[src/rtl/alarm_pkg.sv]
// Shared types and default timing constants for the alarm scheduler.
package alarm_pkg;

  typedef enum logic [2:0] {
    ST_DISARMED  = 3'd0,
    ST_EXIT_DLY  = 3'd1,
    ST_ARMED     = 3'd2,
    ST_ENTRY_DLY = 3'd3,
    ST_ALARM     = 3'd4
  } state_e;

  // Numeric order doubles as priority: a larger code always wins.
  typedef enum logic [1:0] {
    CAUSE_NONE    = 2'd0,
    CAUSE_BURGLAR = 2'd1,
    CAUSE_LOCKOUT = 2'd2,
    CAUSE_FIRE    = 2'd3
  } cause_e;

  localparam int DEF_EXIT_DELAY  = 16;
  localparam int DEF_ENTRY_DELAY = 16;
  localparam int DEF_SIREN_TIME  = 64;

  function automatic int timer_width(input int a, input int b, input int c);
    int m;
    m = a;
    if (b > m) m = b;
    if (c > m) m = c;
    return $clog2(m + 1);
  endfunction

endpackage

[src/rtl/delay_timer.sv]
// Loadable saturating down-counter; done_o flags the last counted cycle.
module delay_timer #(
  parameter int W = 8
) (
  input  logic         clk,
  input  logic         rst,
  input  logic         load_i,
  input  logic [W-1:0] load_val_i,
  output logic [W-1:0] count_o,
  output logic         done_o
);

  logic [W-1:0] count_q, count_d;

  always_comb begin
    count_d = count_q;
    if (load_i) begin
      count_d = load_val_i;
    end else if (count_q != '0) begin
      count_d = count_q - W'(1);
    end
  end

  always_ff @(posedge clk or posedge rst) begin
    if (rst) begin
      count_q <= '0;
    end else begin
      count_q <= count_d;
    end
  end

  assign count_o = count_q;
  assign done_o  = (count_q == W'(1));

endmodule

[src/rtl/alarm_scheduler.sv]
// House alarm FSM with exit/entry delays, prioritised alarm causes and siren timeout.
// Optional notification handshake is built only when ALARM_NOTIFY_EN is defined.
module alarm_scheduler
  import alarm_pkg::*;
#(
  parameter int EXIT_DELAY  = DEF_EXIT_DELAY,
  parameter int ENTRY_DELAY = DEF_ENTRY_DELAY,
  parameter int SIREN_TIME  = DEF_SIREN_TIME
) (
  input  logic       clk,
  input  logic       rst,
  input  logic       arm_req,
  input  logic       disarm_req,
  input  logic       lockout_req,
  input  logic [3:0] fire_req,
  input  logic [3:0] door_open,
  input  logic [3:0] window_open,
  input  logic       garage_open,
  input  logic       ack,
  output logic       siren,
  output logic       armed,
  output logic [1:0] alarm_cause,
  output logic [2:0] state_o,
  output logic       notify_valid,
  output logic [1:0] notify_code,
  input  logic       notify_ready
);

  localparam int TW = timer_width(EXIT_DELAY, ENTRY_DELAY, SIREN_TIME);

  state_e         state_q, state_d;
  cause_e         cause_q, cause_d;
  logic           siren_q, siren_d;
  logic           armed_q, armed_d;
  logic           intrusion, fire;
  logic           tmr_load, tmr_done;
  logic [TW-1:0]  tmr_val, tmr_count;

  assign intrusion = (|door_open) | (|window_open) | garage_open;
  assign fire      = |fire_req;

  // Fire beats everything, lockout beats everything but an existing fire alarm.
  always_comb begin
    state_d = state_q;
    cause_d = cause_q;
    if (fire) begin
      state_d = ST_ALARM;
      cause_d = CAUSE_FIRE;
    end else if (lockout_req && (cause_q != CAUSE_FIRE)) begin
      state_d = ST_ALARM;
      cause_d = CAUSE_LOCKOUT;
    end else begin
      case (state_q)
        ST_DISARMED:  if (arm_req && !disarm_req) state_d = ST_EXIT_DLY;
        ST_EXIT_DLY: begin
          if (disarm_req)    state_d = ST_DISARMED;
          else if (tmr_done) state_d = ST_ARMED;
        end
        ST_ARMED: begin
          if (disarm_req)     state_d = ST_DISARMED;
          else if (intrusion) state_d = ST_ENTRY_DLY;
        end
        ST_ENTRY_DLY: begin
          if (disarm_req) begin
            state_d = ST_DISARMED;
          end else if (tmr_done) begin
            state_d = ST_ALARM;
            cause_d = CAUSE_BURGLAR;
          end
        end
        ST_ALARM:     if (ack) state_d = ST_DISARMED;
        default:      state_d = ST_DISARMED;
      endcase
    end
    if (state_d != ST_ALARM) cause_d = CAUSE_NONE;
  end

  // One timer serves every timed state; an upgrade restarts the siren window.
  assign tmr_load = (state_d != state_q) || (cause_d > cause_q);

  always_comb begin
    tmr_val = '0;
    case (state_d)
      ST_EXIT_DLY:  tmr_val = TW'(EXIT_DELAY);
      ST_ENTRY_DLY: tmr_val = TW'(ENTRY_DELAY);
      ST_ALARM:     tmr_val = TW'(SIREN_TIME);
      default:      tmr_val = '0;
    endcase
  end

  delay_timer #(.W(TW)) u_timer (
    .clk        (clk),
    .rst        (rst),
    .load_i     (tmr_load),
    .load_val_i (tmr_val),
    .count_o    (tmr_count),
    .done_o     (tmr_done)
  );

  assign siren_d = (state_d == ST_ALARM) && (tmr_load || (tmr_count > TW'(1)));
  assign armed_d = (state_d == ST_ARMED) || (state_d == ST_ENTRY_DLY);

  always_ff @(posedge clk or posedge rst) begin
    if (rst) begin
      state_q <= ST_DISARMED;
      cause_q <= CAUSE_NONE;
      siren_q <= 1'b0;
      armed_q <= 1'b0;
    end else begin
      state_q <= state_d;
      cause_q <= cause_d;
      siren_q <= siren_d;
      armed_q <= armed_d;
    end
  end

  assign siren       = siren_q;
  assign armed       = armed_q;
  assign alarm_cause = cause_q;
  assign state_o     = state_q;

`ifdef ALARM_NOTIFY_EN
  logic   nvalid_q, nvalid_d;
  cause_e ncode_q, ncode_d;
  logic   notify_event;

  assign notify_event = (state_d == ST_ALARM) &&
                        ((state_q != ST_ALARM) || (cause_d != cause_q));

  // A fresh event overrides a completing handshake so it is never lost.
  always_comb begin
    nvalid_d = nvalid_q;
    ncode_d  = ncode_q;
    if (notify_event) begin
      nvalid_d = 1'b1;
      ncode_d  = cause_d;
    end else if (nvalid_q && notify_ready) begin
      nvalid_d = 1'b0;
    end
  end

  always_ff @(posedge clk or posedge rst) begin
    if (rst) begin
      nvalid_q <= 1'b0;
      ncode_q  <= CAUSE_NONE;
    end else begin
      nvalid_q <= nvalid_d;
      ncode_q  <= ncode_d;
    end
  end

  assign notify_valid = nvalid_q;
  assign notify_code  = ncode_q;
`else
  logic unused_notify_ready;
  assign unused_notify_ready = notify_ready;
  assign notify_valid        = 1'b0;
  assign notify_code         = 2'b00;
`endif

endmodule
[config.mk]
export PLATFORM = sky130hd
export DESIGN_NAME = alarm_scheduler
export DESIGN_NICKNAME = d
export VERILOG_FILES = /design/src/rtl/alarm_pkg.sv /design/src/rtl/delay_timer.sv /design/src/rtl/alarm_scheduler.sv
export SDC_FILE = /design/constraint.sdc
export NUM_CORES = 1
export LEC_CHECK = 0
export CAP_MARGIN = 20
export CORE_ASPECT_RATIO = 1.2
export CORE_MARGIN = 10
export CORE_UTILIZATION = 45
export CTS_CLUSTER_DIAMETER = 200
export DETAILED_ROUTE_END_ITERATION = 12
export GPL_ROUTABILITY_DRIVEN = 1
export PLACE_DENSITY_LB_ADDON = 0.1
export SYNTH_ARGS = -nofsm -noshare
export SYNTH_HDL_FRONTEND = slang
export SYNTH_SLANG_ARGS = --single-unit
[constraint.sdc]
create_clock -name clk -period 3.92 [get_ports clk]
set_clock_uncertainty 0.2 [all_clocks]
set_input_delay 0.392 -clock clk [delete_from_list [all_inputs] [get_ports clk]]
set_output_delay 0.392 -clock clk [all_outputs]
set_load 0.005 [all_outputs]
==> metrics.txt <==
starting density of the core roughly 46%; Cell Count Post-Placement around 160; clk slew on worst S/H paths around 0.08 ns; TritonCTS clock tree yes; vias in the first global route slightly below 900; Avg Cell Area, Syn between 9 and 10 µm²; cells on worst reg2reg path 13; 1st-iter DRT viols 16; fmax about 270 MHz; Post-synth ARST share between 90% and 100%; Sequential Power Share between 30 and 40%; fin crit share between 90 and 100%; DPL Wire Length around 1900 µm; Startpoint Class primary input; CP max FO 5; drt drc 0; top cells by area, synth dfrtp_1, ha_1, xnor2_1, nor2_1, nor4_1; core area about 0.0020 mm²; vias ~850; P_leak 0.5472 nW; initial antenna violation count 0; Synth top area share 36.79%; cell taking the most area after synthesis dfrtp_1; Routed Wire Length 2367 µm; CTS max path bufs 2; io pins 30; cell area after synthesis about 950 µm²; Final TNS setup 0 ns; setup violators final 0; Crit. End Element register; n_diodes 0; antenna-violating nets left 0; first-pass GRT wire length slightly below 4000 µm; Placement Cell Area roughly 0.0013 mm²; Reg-to-Reg Start u_timer.count_o[3]; outcome finished, final reports clean; Max Cap Violations 0; placer congestion estimate roughly 0.82; GR Overflow Total 0; Reg-to-Reg End u_timer.count_o[3]; internal cell power ~0.37 mW; RSZ-0062 raised after global routing false; final net count about 160; Tot Pwr 0.5576 mW; Power per Cell Area approximately 420 mW/mm²; Total GRT Usage approximately 11%; final non-filler cell total approximately 160; Slew Limit Headroom between 60 and 70%; DR WL/cell around 15 µm; Num CTS Buffers 3; post-CTS setup buffers 0; Critical Path Source disarm_req; min Tclk post-route around 3.6 ns; Max Slew Vio Count 0; Post-synth EDFFs 0; synth cell count leaders dfrtp_1, nor2_1, inv_1, a21oi_1; worst hold path type primary input to asynchronous set/reset pin; Peak VDD IR approximately 0.36 mV; most common cell in the netlist dfrtp_1; Hold Violations, Final 0; share of layout cells above drive strength 1 approximately 17%; DR pass1 iterations 4; row count 18; setup slack at placement -0.02522 ns; Final WS setup about 0.28 ns; Distinct cells, synth 40; Worst Max-Slew Pin Slew around 0.53 ns; Die ar. roughly 0.0044 mm²; final instance area approximately 0.0013 mm²; area grow syn2layout 39.03%; Post-CTS Hold Fix Bufs 0; htree depth 1; combinational fraction of design power about two fifths; Yosys reg bits 14; clk sink count 14; via/cell ratio 5.209; Post-Syn Instances 99; largest net degree at the start of global routing 15; die height 70.39 µm; sequential share of the synthesized area a little under two fifths; R2R setup slack ~0.28 ns; sw frac about a third; Synth Warn # 0; crit path kind primary input to register; worst endpoint data arrival time roughly 3.6 ns; DIE WIDTH 61.99 µm; Root Buffer clkbuf_4; clk_lat worst skew between 0.2 and 0.3 ns; Clk pwr share around 19%; I/O Buffers 25; Synth Flop Type dfrtp_1; switching pwr between 0.15 and 0.2 mW; required time worst endpoint ~4 ns
## registers in the layout (all words and copies together) (netlist names)
signal           cells
state_o              3
alarm_cause          2
siren                1
armed                1
u_timer.count_o      7
## final cells by class
type	count	area, µm²
Fill cell	176	725.7
Multi-Input combinational cell	75	563.0
Sequential cell	14	350.3
Timing Repair Buffer	33	310.3
Tap cell	30	37.54
Clock buffer	4	36.28
Inverter	7	26.28
## placed cells by master, fill, tap and decap left out, drive strengths merged, types with 2 or more instances in the layout
cell type / synthesis / routed
ha: 5 / 5
inv: 7 / 7
conb: 1 / 3
nor2: 11 / 11
nor3b: 2 / 2
nor3: 4 / 4
nand2b: 2 / 2
xnor2: 5 / 5
o21ai: 4 / 4
clkbuf: 2 / 4
dfrtp: 14 / 14
buf: 3 / 8
a21oi: 6 / 6
nand2: 2 / 2
clkdlybuf4s50: 0 / 25
nor4: 6 / 6
nor2b: 2 / 2
or3: 2 / 2
## critical path, stage by stage
cell	delay, ns
clkdlybuf4s50_1	0.44
nor3b_1	0.25
nand4_1	0.21
o21ai_0	0.16
a21oi_2	0.11
nor2_1	0.17
ha_1	0.27
nor2b_1	0.14
a2bb2oi_1	0.15
or4b_4	0.49
a221oi_2	0.34
o221ai_2	0.18
buf_4	0.18
nor3_1	0.17
## worst max-delay path by stage
stage / end / slack, ns / cells past startpoint
floorplan: u_timer.count_o[4] / 0.33 / 12
global placement: u_timer.count_o[4] / -0.006 / 13
CTS: u_timer.count_o[3] / 0.19 / 15
finish: u_timer.count_o[3] / 0.28 / 14
detailed placement: u_timer.count_o[3] / -0.03 / 13
global route: u_timer.count_o[3] / 0.04 / 15
## power groups by stage
stage	clock (mW)	sequential [mW]	combinational (mW)
6_report	0.103	0.221	0.233
5_1_grt	0.112	0.226	0.275
4_1_cts	0.104	0.219	0.236
3_5_place_dp	0	0.221	0.233
3_3_place_gp	0	0.220	0.226
2_1_floorplan	0	0.212	0.169
## through the flow
stage	hold slack (ns)	util, %
after floorplan	0.08122	-
after global placement	0.3337	62.33
after detailed placement	0.3468	62.33
after CTS	0.2561	64.10
after global routing	0.2729	64.59
final	0.2377	64.59
## cells by family (layout without fill, tap and decap cells)
group                      Yosys count  after routing  share of synthesized area [%]
buffers and inverters               12             44                          5.914
and+or+nand+nor                     38             38                          25.49
DFF                                 14             14                          36.79
other                                1              3                         0.3938
xor gates and xnor gates             6              6                          5.519
adders and majority gates            5              5                          6.570
AOI/OAI and AO/OA                   22             22                          17.74
muxes                                1              1                          1.576
## metal layers
metal / share of wire, % / vias up / wire length, µm / GRT usage (%)
met5: 0 / - / 0 / 0
met3: 11 / 5 / 262 / 3.255
met4: 2.0 / 0 / 48 / 4.726
met2: 47 / 26 / 1121 / 19.41
li1: - / 423 / - / -
met1: 40 / 395 / 935 / 11.40
## timing repair
item                                    in CTS  in global routing
endpoints found under the setup margin       0                  2
gates resized for setup                      0                  2
hold endpoints to repair                     0                  0
(Power assumes the default switching activity.)
